===== config.mk =====
export PLATFORM = sky130hd
export DESIGN_NAME = muldiv_unit
export DESIGN_NICKNAME = d
export VERILOG_FILES = /design/src/rtl/muldiv_unit.sv
export SDC_FILE = /design/constraint.sdc
export NUM_CORES = 1
export LEC_CHECK = 0
export BUFFER_PORTS_ARGS = -buffer_cell sky130_fd_sc_hd__buf_2
export CORE_MARGIN = 5
export CORE_UTILIZATION = 40
export CTS_BUF_LIST = sky130_fd_sc_hd__clkbuf_4
export CTS_CLUSTER_DIAMETER = 80
export DETAILED_ROUTE_END_ITERATION = 7
export HOLD_SLACK_MARGIN = 0.06
export PLACE_DENSITY = 0.6
export SLEW_MARGIN = 5
export SYNTH_ARGS = -nofsm -noshare
export SYNTH_HDL_FRONTEND = slang
export SYNTH_SLANG_ARGS = --single-unit

===== constraint.sdc =====
create_clock -name clk -period 4.34 [get_ports clk]
set_input_delay 0.651 -clock clk [delete_from_list [all_inputs] [get_ports clk]]
set_output_delay 0.651 -clock clk [all_outputs]
set_load 0.05 [all_outputs]

===== src/rtl/muldiv_unit.sv =====
// muldiv_unit: iterative RV32M multiply/divide unit with valid/ready handshake on both sides
//   clk, rst         rising-edge clock, synchronous active-high reset
//   valid_i, ready_o request handshake; ready_o is high only while idle
//   op_i             funct3 (MUL, MULH, MULHSU, MULHU, DIV, DIVU, REM, REMU)
//   a_in, b_in       rs1 / rs2 operands, sampled only in the accept cycle
//   valid_o, ready_i result handshake; valid_o holds until ready_i
//   result_o         result word, stable while valid_o and kept after the handshake
module muldiv_unit #(
    parameter int XLEN = 32
) (
    input  logic            clk,
    input  logic            rst,
    input  logic            valid_i,
    input  logic [2:0]      op_i,
    input  logic [XLEN-1:0] a_in,
    input  logic [XLEN-1:0] b_in,
    output logic            ready_o,
    output logic            valid_o,
    input  logic            ready_i,
    output logic [XLEN-1:0] result_o
);
    localparam int CW = $clog2(XLEN);

    typedef enum logic [1:0] {IDLE, CALC, FIXUP, DONE} state_t;

    state_t          r_state;
    logic [2:0]      r_op;
    logic            r_neg;
    logic            r_bzero;
    logic [XLEN-1:0] r_m;
    logic [XLEN-1:0] r_hi;
    logic [XLEN-1:0] r_lo;
    logic [XLEN-1:0] r_fix;
    logic [XLEN-1:0] r_result;
    logic [CW-1:0]   r_cnt;
    logic            r_valid;
    logic            r_ready;

    logic              w_accept;
    logic              w_sa;
    logic              w_sb;
    logic [XLEN-1:0]   w_a_abs;
    logic [XLEN-1:0]   w_b_abs;
    logic [XLEN:0]     w_sum;
    logic [XLEN:0]     w_shift;
    logic              w_ge;
    logic [XLEN-1:0]   w_sub;
    logic [2*XLEN-1:0] w_prod;
    logic [2*XLEN-1:0] w_prod_n;
    logic [XLEN-1:0]   w_quo_n;
    logic [XLEN-1:0]   w_rem_n;
    logic [XLEN-1:0]   w_word;

    always_comb begin
        w_accept = valid_i & r_ready;
        // a is signed for MUL/MULH/MULHSU/DIV/REM, b for MUL/MULH/DIV/REM
        w_sa     = a_in[XLEN-1] & (op_i[2] ? !op_i[0] : (op_i != 3'd3));
        w_sb     = b_in[XLEN-1] & (op_i[2] ? !op_i[0] : !op_i[1]);
        w_a_abs  = w_sa ? -a_in : a_in;
        w_b_abs  = w_sb ? -b_in : b_in;
        // shift-add step: {r_hi, r_lo} holds the running product, r_lo starts as the multiplier
        w_sum    = {1'b0, r_hi} + (r_lo[0] ? {1'b0, r_m} : {(XLEN+1){1'b0}});
        // restoring divide step: r_hi is the partial remainder, r_lo shifts dividend out and quotient in
        w_shift  = {r_hi, r_lo[XLEN-1]};
        w_ge     = w_shift >= {1'b0, r_m};
        w_sub    = w_shift[XLEN-1:0] - r_m;
        w_prod   = {r_hi, r_lo};
        w_prod_n = r_neg ? -w_prod : w_prod;
        // a zero divisor leaves an all-ones quotient that must not be negated
        w_quo_n  = (r_neg & !r_bzero) ? -r_lo : r_lo;
        w_rem_n  = r_neg ? -r_hi : r_hi;
        w_word   = r_op[2] ? (r_op[1] ? w_rem_n : w_quo_n)
                           : ((r_op[1:0] == 2'd0) ? w_prod_n[XLEN-1:0] : w_prod_n[2*XLEN-1:XLEN]);
    end

    always_ff @(posedge clk) begin
        if (rst) begin
            r_state  <= IDLE;
            r_op     <= '0;
            r_neg    <= 1'b0;
            r_bzero  <= 1'b0;
            r_m      <= '0;
            r_hi     <= '0;
            r_lo     <= '0;
            r_fix    <= '0;
            r_result <= '0;
            r_cnt    <= '0;
            r_valid  <= 1'b0;
            r_ready  <= 1'b1;
        end else begin
            case (r_state)
                IDLE: begin
                    if (w_accept) begin
                        r_op    <= op_i;
                        // remainder follows the dividend; products and quotients use sa^sb
                        r_neg   <= (op_i[2] & op_i[1]) ? w_sa : (w_sa ^ w_sb);
                        r_bzero <= (b_in == '0);
                        r_m     <= op_i[2] ? w_b_abs : w_a_abs;
                        r_lo    <= op_i[2] ? w_a_abs : w_b_abs;
                        r_hi    <= '0;
                        r_cnt   <= '0;
                        r_ready <= 1'b0;
                        r_state <= CALC;
                    end
                end
                CALC: begin
                    if (r_op[2]) begin
                        r_hi <= w_ge ? w_sub : w_shift[XLEN-1:0];
                        r_lo <= {r_lo[XLEN-2:0], w_ge};
                    end else begin
                        r_hi <= w_sum[XLEN:1];
                        r_lo <= {w_sum[0], r_lo[XLEN-1:1]};
                    end
                    r_cnt <= r_cnt + 1'b1;
                    if (r_cnt == CW'(XLEN - 1))
                        r_state <= FIXUP;
                end
                FIXUP: begin
                    r_fix   <= w_word;
                    r_state <= DONE;
                end
                DONE: begin
                    // first DONE cycle publishes the result; later cycles wait for the consumer
                    if (!r_valid) begin
                        r_result <= r_fix;
                        r_valid  <= 1'b1;
                    end else if (ready_i) begin
                        r_valid <= 1'b0;
                        r_ready <= 1'b1;
                        r_state <= IDLE;
                    end
                end
                default: r_state <= IDLE;
            endcase
        end
    end

    assign ready_o  = r_ready;
    assign valid_o  = r_valid;
    assign result_o = r_result;
endmodule


Word-level counts from Yosys, hierarchy flattened
Index checks and enable logic that the tools add are counted.
{ "totals": {"ff_bits": 174, "inputBits": 71, "output_inout_bits": 34, "wordCells": 84} }
{ "op_classes": {"add_sub_neg": 8, "order_cmp": 1, "eq_ne": 9, "n_mux": 34, "bitwise_logic": 7, "n_reduce_logical": 13} }
{ "op_table": {"columns": ["op", "n"], "rows": [
  ["$mux 32", 15],
  ["$neg 32->32", 4],
  ["$pmux 32 s2", 2],
  ["$mux 64", 1],
  ["$neg 64->64", 1],
  ["$add 32x32->33", 1],
  ["$ge 33x32->1", 1],
  ["$logic_not 32->1", 1],
  ["$sub 32x32->32", 1],
  ["$pmux 5 s2", 1],
  ["$mux 1", 8],
  ["$mux 2", 4],
  ["$ne 2x2->1 const B", 4],
  ["$pmux 2 s4", 1],
  ["$reduce_and 4->1", 2],
  ["$reduce_and 2->1", 3],
  ["$add 5x1->5 const B", 1],
  ["$and 1x1->1", 5],
  ["$eq 5x5->1 const B", 1],
  ["$mux 5", 1],
  ["$eq 2x2->1 const B", 2],
  ["$logic_not 2->1", 2],
  ["$reduce_bool 2->1", 2],
  ["$logic_not 1->1", 3],
  ["5 further kinds", 5]
]} }

Longest topological paths before layout
{ "logic_depth": {"word_depth": 7, "depth_mapped": 14, "depth_no_buf": 13} }

Least setup slack after synthesis
OpenSTA, ideal clock, no wires.
{ "synth_path": {"path_type": "register to register", "start": "register r_lo[0]", "end": "register r_fix[20]", "setup_time_ns": 0.076, "arrival_time_ns": 3.046, "required_ns": 4.264, "slack_ns": 1.218, "stages_incl_launch_ff": 14, "n_path_buf": 2, "period_less_slack_ns": 3.122, "cell_sequence": "dfxtp_1 inv_1 buf_1 ha_1 or3b_2 or4_1 clkbuf_1 or3_1 nand2_1 xnor2_1 nor2_1 a211oi_1 a21oi_1 o22ai_1"} }
{ "synth_between": {"elab_chain_cells": 4, "word_cells_on_any_way": 7, "cone_classes": "2 x add/sub; 5 x mux"} }
{ "synth_rtl": {"columns": ["element", "line_no", "source"], "rows": [
  ["start: declaration", "32", "logic [XLEN-1:0] r_lo;"],
  ["start signal: assignment", "99", "r_lo <= op_i[2] ? w_a_abs : w_b_abs;"],
  ["start signal: assignment", "109", "r_lo <= {r_lo[XLEN-2:0], w_ge};"],
  ["start signal: assignment", "112", "r_lo <= {w_sum[0], r_lo[XLEN-1:1]};"],
  ["$neg 64->64 / $neg 32->32 (equally long branches)", "68, 70", null],
  ["$mux 64 / $mux 32 (equally long branches)", "68, 70", null],
  ["$mux 32, on equally long branches", "73, 72", null],
  ["$mux 32 (*)", "72", "w_word = r_op[2] ? (r_op[1] ? w_rem_n : w_quo_n)"],
  ["end signal: assignment", "119", "r_fix <= w_word;"],
  ["end: declaration", "33", "logic [XLEN-1:0] r_fix;"]
]} }
Mark *: on every way between the ends. The rest lies on a longest branch, timed or not.
A chain may end at the register's enable or synchronous reset.

Final worst setup path
{ "layout_path": {"start": "register r_hi[5]", "end": "register r_hi[3]"} }
{ "layout_between": {"elab_chain_cells": 4} }
{ "layout_rtl": {"columns": ["element", "line_no", "source"], "rows": [
  ["start: declaration", "31", "logic [XLEN-1:0] r_hi;"],
  ["start signal: assignment", "108", "r_hi <= w_ge ? w_sub : w_shift[XLEN-1:0];"],
  ["start signal: assignment", "111", "r_hi <= w_sum[XLEN:1];"],
  ["$ge 33x32->1", "65", "w_ge = w_shift >= {1'b0, r_m};"],
  ["$mux 32", "108", null],
  ["$mux 32", "107", "if (r_op[2]) begin"],
  ["$pmux 32 s2", "91", "case (r_state)"]
]} }
Every way passes these cells.

==> metrics.yaml <==
status: "completed"
numClockSinks: 174
yosys.area.top_type: "dfxtp_1"
root_buffer: "clkbuf_4"
setup_viol: 0
final_util: 0.433
yosysTopAreaCellShare: 0.213
start_util: 0.402
io_buffers: 104
numCtsBuffers: 17
synth_edf_count: 0
finalCritPeriodShare: 0.876
wl_per_cell_um: 22.2
period_needed_ps: 3800
cap_viol_max_count: 0
synth_area_leaders: "dfxtp_1 (21%), nand2_1 (7.1%), a21oi_1 (6.5%), nor2_1 (5.8%), ha_1 (5.7%)"
p_leak_nw: 7.05
critical_path.startpoint: "r_hi[5]"
p_per_area_mw_per_mm2: 478
htreeDepth: 4
synth_xor_xnor_area_share: 0.102
syn_nets: 2453
rows: 74
area_growth_pct: 7.73
coreArea_mm2: 0.0406
vias: 17700
grt_max_degree: 73
worstHoldStart: "op_i[1]"
slew_viol_final: 0
syn_area_mm2: 0.0163
hold_viol: 0
slew_headroom: 0.248
reg2reg_slack_ps: 540
cts_hold_buffers: 0
path_class: "reg2reg"
worstMarginPinSlew_ps: 1130
yosysUniqueCellTypes: 88
nets: 2463
clock_skew_ps: 53.8
via_per_inst: 6.19
drive_gt1_frac: 0.117
antenna_found_initial: 4
syn_inst: 2305
die_area_mm2: 0.0450
hp-class: "in2reg"
clockBufferDepth: 2
crit_fanout: 21
ys_seq_elements: 174
synth_mux_area_frac: 0.0438
end_kind: "flip-flop"
wl_mm: 63.5
reg2regPathDepth: 11
dp.final_hpwl_mm: 49.2
synth_top_family_by_area: "compound AO/OA/AOI/OAI gates"
detailedPlace.worstSlack_ps: 744
synthTopCellsByCount: "nand2_1 (307), nor2_1 (252), a21oi_1 (212), dfxtp_1 (174), clkbuf_1 (146)"
ir_drop_v: 0.000363
fin_hold_ws_ps: 271
synth_most_common_cell: "nand2_1"
setup_ws_ps: 539
crit_path_start_kind: "flip-flop"
yosys_warnings: 0
cts-resized-gates: 0
rsz0062_at_grt: "false"
synthAdderAreaFrac: 0.0599
worstHoldEndpoint: "r_op[1]"
r2r_start: "r_hi[5]"
overflow: 0
first_pass_iters: 6
crit_required_ps: 4890
async_reset_ff_frac: 0
path_clk_slew_ps: 200
place_congestion: 1.02
first_iter_violations: 1971
max_freq_mhz: 263
grtUsageTotal: 0.274
ant_nets: 0
timing.setup.tns_ps: 0
synth_compound_area_frac: 0.285
grt_first_pass_wirelength_mm: 96.7
ios: 105
cts_tree: "done"
avgSynthCellArea_um2: 7.08
first_global_vias: 16400
worstSkewPairLatency_ps: 680
power_w: 0.00840
die_w_um: 212
synthFlopType: "dfxtp_1"
die_h_um: 212
reg2reg_to: "r_hi[3]"
hold_depth: 3
seq_area_frac_synth: 0.213
postCtsSetupBuffers: 0
drc: 0
arrival_ps: 4350
synth-simple-area-share: 0.233
==> how the worst max path moves through the flow <==
stage / to / slack, ps / cells after the start
floorplan: r_fix[20] / 1220 / 13
global placement: r_hi[3] / 760 / 11
detailed placement: r_hi[3] / 740 / 11
CTS: r_hi[3] / 660 / 11
global route: r_hi[3] / 200 / 11
finish: r_hi[3] / 540 / 11
==> placed cells by master (no fill, tap or decap), types with 71 or more instances in the layout <==
master and instances:
nand2_1 307, xnor2_1 103, a21oi_1 211, ha_1 75, o21ai_0 138, xor2_1 87, buf_2 103, nor2_1 250
dfxtp_1 172, buf_4 71
==> kinds of logic after synthesis <==
family                   count (synthesis)
AND/OR/NAND/NOR                        826
AO/OA/AOI/OAI                          719
buffers and inverters                  251
XOR/XNOR                               190
flip-flops                             174
adder cells (fa/ha/maj)                 77
multiplexers                            68
==> where the power goes <==
group          switching (W)  internal, W
Combinational        0.00331      0.00180
Sequential          0.000441      0.00186
Clock               0.000691     0.000304
==> routing by layer <==
layer,global-route usage,vias up,wire (µm)
met5,0,-,28
met4,0.137,4,3380
met3,0.0624,159,5840
met2,0.402,909,26700
met1,0.379,8342,27500
li1,-,8299,-
==> worst max-delay path, stage by stage, from the launching register on <==
cell,delay (ps)
dfxtp_1,720
ha_1,290
a21oi_1,100
o21ai_0,330
a21oi_1,120
o21ai_0,320
o21ai_1,260
o21ai_4,630
buf_4,310
mux2_2,350
mux2i_1,120
o21ai_0,80
==> registers in the layout (all words and copies together), names as in the netlist <==
signal and flops:
r_bzero 1, r_state 2, result_o 32, r_cnt 5, r_hi 32, r_op 3
r_neg 1, r_lo 32, ready_o 1, valid_o 1, r_m 32, r_fix 32
==> through the flow <==
stage,cells,instance area (µm²)
6_report,2862,17600
5_1_grt,2861,17600
4_1_cts,2860,17600
3_5_place_dp,2828,17300
3_3_place_gp,2828,17300
2_1_floorplan,2305,16300
==> area by class of cell <==
class                      instances  area [µm²]
tap                              532         666
multi-input combinational       1880       11800
sequential                       174        3490
fill                            4176       23100
inverter                          68         255
clock buffer                      17         128
timing repair buffer             174        1050
antenna                            2        5.00
clock inverter                    15         151
(Power assumes the default switching activity.)
